File: src/rtl/axi_apb_pkg.sv
// Shared definitions for the AXI-to-APB bridge: write-channel FSM states,
// default burst-length width and packed write-data word field positions.
package axi_apb_pkg;

    localparam int LEN_WIDTH_DEF = 8;

    typedef enum logic [1:0] {
        IDLE = 2'd0,
        DATA = 2'd1,
        DONE = 2'd2
    } wchan_state_e;

    // Packed FIFO word layout is {last, strb, data}; data occupies the LSBs.
    function automatic int word_strb_lsb(input int data_width);
        return data_width;
    endfunction

    function automatic int word_last_bit(input int data_width);
        return data_width + data_width / 8;
    endfunction

endpackage : axi_apb_pkg

File: src/rtl/axi_wchan_rx.sv
// AXI write-data channel receiver: takes one burst command, then pushes exactly
// len+1 W beats into the write-data FIFO. Optional WLAST_CHECK_EN adds a sticky WLAST mismatch flag.
module axi_wchan_rx
    import axi_apb_pkg::*;
#(
    parameter int DATA_WIDTH = 32,
    parameter int STRB_WIDTH = DATA_WIDTH / 8,
    parameter int LEN_WIDTH  = LEN_WIDTH_DEF,
    parameter int WORD_WIDTH = DATA_WIDTH + STRB_WIDTH + 1
) (
    input  logic                  wclk,
    input  logic                  rst_n,
    input  logic                  cmd_valid,
    output logic                  cmd_ready,
    input  logic [LEN_WIDTH-1:0]  cmd_len,
    input  logic                  s_wvalid,
    output logic                  s_wready,
    input  logic [DATA_WIDTH-1:0] s_wdata,
    input  logic [STRB_WIDTH-1:0] s_wstrb,
    input  logic                  s_wlast,
    output logic                  fifo_wr,
    output logic [WORD_WIDTH-1:0] fifo_data_in,
    input  logic                  fifo_full,
    output logic                  burst_done,
    output logic [LEN_WIDTH-1:0]  beat_cnt
`ifdef WLAST_CHECK_EN
    ,
    output logic                  wlast_err,
    input  logic                  err_clr
`endif
);

    wchan_state_e         state;
    logic [LEN_WIDTH-1:0] len_q;
    logic                 beat;
    logic                 int_last;

    // NOTE: ready and the FIFO strobe are combinational so that a rising
    // fifo_full blocks the beat in the same cycle and the FIFO captures on the
    // same edge that completes the handshake; registering them would need a skid.
    assign s_wready     = (state == DATA) && !fifo_full;
    assign beat         = s_wvalid && s_wready;
    assign int_last     = (beat_cnt == len_q);
    assign fifo_wr      = beat;
    assign fifo_data_in = {int_last, s_wstrb, s_wdata};

    // NOTE: all state uses non-blocking assignments so every register samples
    // pre-edge values regardless of statement order.
    always_ff @(posedge wclk or negedge rst_n) begin
        if (!rst_n) begin
            state      <= IDLE;
            cmd_ready  <= 1'b1;
            burst_done <= 1'b0;
            beat_cnt   <= '0;
            len_q      <= '0;
        end else begin
            case (state)
                IDLE: begin
                    if (cmd_valid) begin
                        len_q     <= cmd_len;
                        beat_cnt  <= '0;
                        cmd_ready <= 1'b0;
                        state     <= DATA;
                    end
                end
                DATA: begin
                    if (beat) begin
                        if (int_last) begin
                            burst_done <= 1'b1;
                            state      <= DONE;
                        end else begin
                            beat_cnt <= beat_cnt + 1'b1;
                        end
                    end
                end
                DONE: begin
                    burst_done <= 1'b0;
                    cmd_ready  <= 1'b1;
                    beat_cnt   <= '0;
                    state      <= IDLE;
                end
                default: begin
                    burst_done <= 1'b0;
                    cmd_ready  <= 1'b1;
                    beat_cnt   <= '0;
                    state      <= IDLE;
                end
            endcase
        end
    end

`ifdef WLAST_CHECK_EN
    // A mismatch in the same cycle as err_clr keeps the flag set.
    always_ff @(posedge wclk or negedge rst_n) begin
        if (!rst_n) begin
            wlast_err <= 1'b0;
        end else if (beat && (s_wlast != int_last)) begin
            wlast_err <= 1'b1;
        end else if (err_clr) begin
            wlast_err <= 1'b0;
        end
    end
`else
    logic unused_wlast;
    assign unused_wlast = s_wlast;
`endif

endmodule : axi_wchan_rx
File: config.mk
export PLATFORM = sky130hd
export DESIGN_NAME = axi_wchan_rx
export DESIGN_NICKNAME = d
export VERILOG_FILES = /design/src/rtl/axi_apb_pkg.sv /design/src/rtl/axi_wchan_rx.sv
export SDC_FILE = /design/constraint.sdc
export NUM_CORES = 1
export LEC_CHECK = 0
export CORE_MARGIN = 2
export CORE_UTILIZATION = 54
export CTS_CLUSTER_DIAMETER = 40
export CTS_CLUSTER_SIZE = 25
export DETAILED_ROUTE_END_ITERATION = 10
export DONT_BUFFER_PORTS = 1
export GPL_TIMING_DRIVEN = 0
export PLACE_DENSITY = 0.66
export SLEW_MARGIN = 10
export SYNTH_ARGS = -nofsm -noshare
export SYNTH_HDL_FRONTEND = slang
export SYNTH_SLANG_ARGS = --single-unit
File: constraint.sdc
create_clock -name wclk -period 3.75 [get_ports wclk]
set_input_delay 0.75 -clock wclk [delete_from_list [all_inputs] [get_ports wclk]]
set_output_delay 0.75 -clock wclk [all_outputs]
set_load 0.02 [all_outputs]
### Word level (Yosys, flattened, before mapping)

Index checks and enable logic that the tools add are counted.

| word-level totals | value |
|---|---|
| flip-flop bits (word level) | 20 |
| input bits | 50 |
| word-level logic and storage cells | 36 |

| operators by class | value |
|---|---|
| reduce and logical (&&, ||, !) cells | 9 |
| mux-type cells | 13 |
| bitwise gates (word level) | 2 |
| equal/unequal tests | 6 |
| add/sub/neg operators | 1 |

Operator list:

| kind | count |
|---|---|
| 8-bit two-way mux | 3 |
| 8-bit one-hot mux with 2 select lines | 1 |
| 3-bit AND reduction | 3 |
| 8-bit by 1-bit adder with 8-bit output, second input constant | 1 |
| 8-bit == test | 1 |
| 2-bit inequality test, second input constant | 4 |
| 2-bit two-way mux | 3 |
| 1-bit one-hot mux with 2 select lines | 2 |
| 2-bit one-hot mux with 2 select lines | 1 |
| 2-bit AND reduction | 2 |
| 1-bit two-way mux | 3 |
| 2-bit by 1-bit == test with 1-bit output, second input constant | 1 |
| 1-bit logical AND | 2 |
| 2-bit logical NOT | 1 |
| 1-bit inverter | 2 |
| 1-bit logical NOT | 1 |

### Longest topological paths before layout

| logic depth | value |
|---|---|
| depth after elaboration | 5 |
| depth in mapped cells | 7 |
| gate-level depth less buffers | 6 |

### Least setup slack after synthesis

OpenSTA, ideal clock, no wires.

| timing path | value |
|---|---|
| path type | register to output |
| start | register beat_cnt[5] |
| end | output port fifo_data_in[36] |
| cell stages (with the launch flop) | 5 |
| data required time | 3.000 ns |
| setup slack | 1.503 ns |
| arrival | 1.497 ns |
| buffers on the path | 1 |
| cell sequence | dfrtp_1 > xor2_1 > nor4_4 > and2_2 > buf_4 |

| on the way | value |
|---|---|
| word-level cells in the longest chain between the ends | 1 |

Ends and longest elaborated chain:

| what | line | source |
|---|---|---|
| from (decl) | axi_wchan_rx.sv:25 | `output logic [LEN_WIDTH-1:0] beat_cnt` |
| from (signal assigned) | axi_wchan_rx.sv:72 | `beat_cnt <= beat_cnt + 1'b1;` |
| 8-bit == test | axi_wchan_rx.sv:43 | `assign int_last = (beat_cnt == len_q);` |
| to (decl) | axi_wchan_rx.sv:22 | `output logic [WORD_WIDTH-1:0] fifo_data_in,` |

No other way between the ends.

### Worst setup path after layout

| timing path | value |
|---|---|
| start | register beat_cnt[4] |
| end | output port fifo_data_in[36] |

The elaborated chain is that of the path after synthesis.

==> flow_metrics.py <==
metrics = {
    "yosys": {
        "syn_avg_cell_area_um2": 10.83,
        "ys_seq_area_frac": 0.3765,
        "ys_types": 34,
        "syn_inst": 123,
        "syn-cell-area_um2": 1333,
        "yosys_warnings": 0,
        "synth.largest_area_cell": "dfrtp_1",
        "synth_fp_nets": 174,
        "ys_seq_elements": 20,
        "synth_top_area_frac": 0.3568,
        "synthTopCellsByArea": "dfrtp_1, buf_4, mux2_2",
    },
    "clock_network": {
        "cts_resized": 0,
        "numCtsBuffers": 3,
        "clockRootBuffer": "clkbuf_4",
        "cts_tree": "done",
        "clkTransAtPathRegs_ns": 0.11,
        "clk_path_buf_depth": 2,
        "clk_latency_ns": 0.30,
        "cts_sinks": 20,
        "htreeDepth": 1,
        "cts_hold_buf": 0,
        "post-cts-setup-buffers": 0,
    },
    "power_and_ir_drop": {
        "p_total_w": 0.0008632,
        "cellLeakagePower_nw": 0.6823,
        "irDropWorstVdd_uv": 508.1,
        "power_density_nw_per_um2": 619.3,
    },
    "timing": {
        "setup_viol": 0,
        "period_share": 0.7159,
        "worst_slew_pin_slew_ns": 0.7177,
        "slew_viol_final": 0,
        "max-slew-margin-rel": 0.5194,
        "fin_skew_ns": 0.005316,
        "fmax_mhz": 372.5,
        "rsz0062_at_grt": "false",
        "fin_crit_ns": 2.685,
        "final_hold_viol_count": 0,
        "setup_ws_ns": 1.065,
        "setup_tns_ns": 0,
    },
    "die": {
        "die_y_um": 53.68,
        "start_util": 0.5855,
        "die_width_um": 53.68,
        "dieArea_um2": 2881,
        "core_um2": 2276,
        "fp-row-count": 17,
        "pin_count": 99,
    },
    "cells_and_area": {
        "layout.nets": 179,
        "fillers": 196,
        "drive_above_1_share": 0.5118,
        "fin_cells": 155,
        "syn_to_final_growth_pct": 4.601,
        "stdcell_area_um2": 1394,
        "num_antenna_cells": 0,
    },
    "drt": {
        "ant_nets": 0,
        "routed_wl_um": 2589,
        "dr.pass1.iters": 4,
        "via_count": 880,
        "drc_errors": 0,
        "drt_iter0_drc": 6,
        "wire_per_inst_um": 16.70,
        "vias_per_cell": 5.677,
    },
    "setup_path": {
        "r2r_cells": 7,
        "critPathSlowestCell": "dfrtp_1",
        "rr_endpoint": "beat_cnt[6]",
        "critPathRequiredTime_ns": 3.00,
        "path_delay_family": "simple AND/OR/NAND/NOR gates",
        "worst-path-max-fanout": 6,
        "crit_type": "flop to output pin",
        "critPathMaxStageDelay_ns": 0.53,
        "reg2reg_slack_ns": 1.59,
        "rr_startpoint": "state[1]",
        "path_buf_inv": 1,
        "path_cells": "xor2_1 -> nor4_4 -> and2_2 -> buf_4",
        "cp-end-kind": "output pin",
        "start_kind": "flop",
        "crit_arrival_ns": 1.93,
    },
    "place": {
        "gp_congestion": 0.7408,
        "place_area_um2": 1368,
        "dpl.hpwl_um": 2164,
        "io_buffers": 0,
        "dp_cells": 151,
        "dp_slack_ns": 1.387,
    },
    "global_route": {
        "grt_pass1_vias": 855,
        "antenna_found_initial": 0,
        "grt_max_degree": 21,
        "grt_use_met1": 0.2018,
        "top_usage_layer": "met2",
        "track_usage": 0.1901,
        "gr-usage-met3": 0.04444,
        "use_met2": 0.3557,
        "grt_pass1_wl_um": 3905,
        "grt_overflow": 0,
    },
    "min_path": {
        "hp-class": "input pin to async pin",
    },
    "flow_run": {
        "maxCapViolations": 0,
    },
    "status": {
        "outcome": "completed",
    },
}
-- sequential cells by signal, summed over array words and instances (netlist names) --
name and cells:
burst_done 1, len_q 8, cmd_ready 1, beat_cnt 8, state 2
-- kinds of logic (layout without fill, tap and decap cells) --
kind of cell / count (synthesis) / after routing / share of synthesized area
buf+inv: 42 / 46 / 0.2235
simple gates: 23 / 23 / 0.1249
flops: 20 / 20 / 0.3765
compound gates: 17 / 17 / 0.1117
mux: 12 / 12 / 0.1014
xor+xnor: 8 / 8 / 0.05258
fa+ha+maj: 1 / 1 / 0.009388
-- layer usage --
| metal | wire (µm) | share of wire |
|---|---|---|
| met1 | 911 | 0.35 |
| met3 | 255 | 0.098 |
| met2 | 1384 | 0.53 |
| met4 | 37 | 0.014 |
| met5 | 0 | 0 |
-- cell type report --
cell class                      instances  area [µm²]  share of cell area
Clock buffer                            4       26.28             0.01885
Sequential cell                        20       501.7              0.3600
Buffer                                 39       286.5              0.2056
Multi-Input combinational cell         61       533.0              0.3824
Tap cell                               28       35.03             0.02513
Inverter                                3       11.26            0.008079
-- synthesized netlist by cell type --
| cell | n |
|---|---|
| dfrtp_1 | 19 |
| nand4_1 | 1 |
| nor4_1 | 1 |
| a2111oi_2 | 3 |
| and3_1 | 2 |
| o21a_1 | 1 |
| a41o_1 | 1 |
| nand2_2 | 1 |
| nor3_1 | 2 |
| a31oi_1 | 1 |
| or3_1 | 1 |
| a21oi_2 | 1 |
| nand3_1 | 2 |
| nor2_1 | 3 |
| nor3b_2 | 2 |
| a41oi_1 | 1 |
| mux2_1 | 1 |
| o21ai_0 | 4 |
| mux2_2 | 11 |
| o211ai_1 | 1 |
| buf_4 | 37 |
| and2_2 | 1 |
| ha_1 | 1 |
| xor2_1 | 8 |
| clkbuf_1 | 1 |
| buf_2 | 1 |
| nand2_1 | 4 |
| inv_1 | 3 |
| and3_2 | 1 |
| nor4_4 | 2 |
| a21o_1 | 1 |
| a22o_2 | 1 |
| a211o_1 | 2 |
| dfstp_2 | 1 |
-- power by group --
part	switching, W	internal (W)
clock	0.0000634	0.0000415
combinational	0.000192	0.000159
sequential	0.000113	0.000294
total	0.000369	0.000494
-- worst max-delay path by stage --
| stage | from | to | cells past startpoint |
|---|---|---|---|
| global placement | beat_cnt[5] | fifo_data_in[36] | 4 |
| CTS | beat_cnt[4] | fifo_data_in[36] | 4 |
| detailed placement | beat_cnt[4] | fifo_data_in[36] | 4 |
| finish | beat_cnt[4] | fifo_data_in[36] | 4 |
| global route | beat_cnt[5] | fifo_data_in[36] | 4 |
| floorplan | beat_cnt[5] | fifo_data_in[36] | 4 |
-- placed cells by master (no fill, tap or decap), types with 2 or more instances in the layout --
cell       netlist  layout
buf_4           37      37
nand3_1          2       2
xor2_1           8       8
a2111oi_2        3       3
nor4_4           2       2
o21ai_0          4       4
a211o_1          2       2
nor2_1           3       3
and3_1           2       2
clkbuf_4         0       3
nor3b_2          2       2
inv_1            3       3
clkbuf_1         1       2
dfrtp_1         19      19
nand2_1          4       4
mux2_2          11      11
nor3_1           2       2
-- worst reg2reg max path, stage by stage, from the launching register on --
cell and delay [ns]:
dfrtp_1 0.37, clkbuf_1 0.17, nor3b_2 0.46, nand2_2 0.19
inv_1 0.24, nand4_1 0.17, o21a_1 0.20, a211o_1 0.26
-- per-stage QoR --
stage          hold slack (ns)    util
4_1_cts                 0.1208  0.6124
3_5_place_dp            0.4550  0.6009
3_3_place_gp            0.4549  0.6009
2_1_floorplan           0.4544       -
5_1_grt                 0.1031  0.6124
6_report                0.1248  0.6124
No activity file was read; power rests on OpenSTA's default activity.
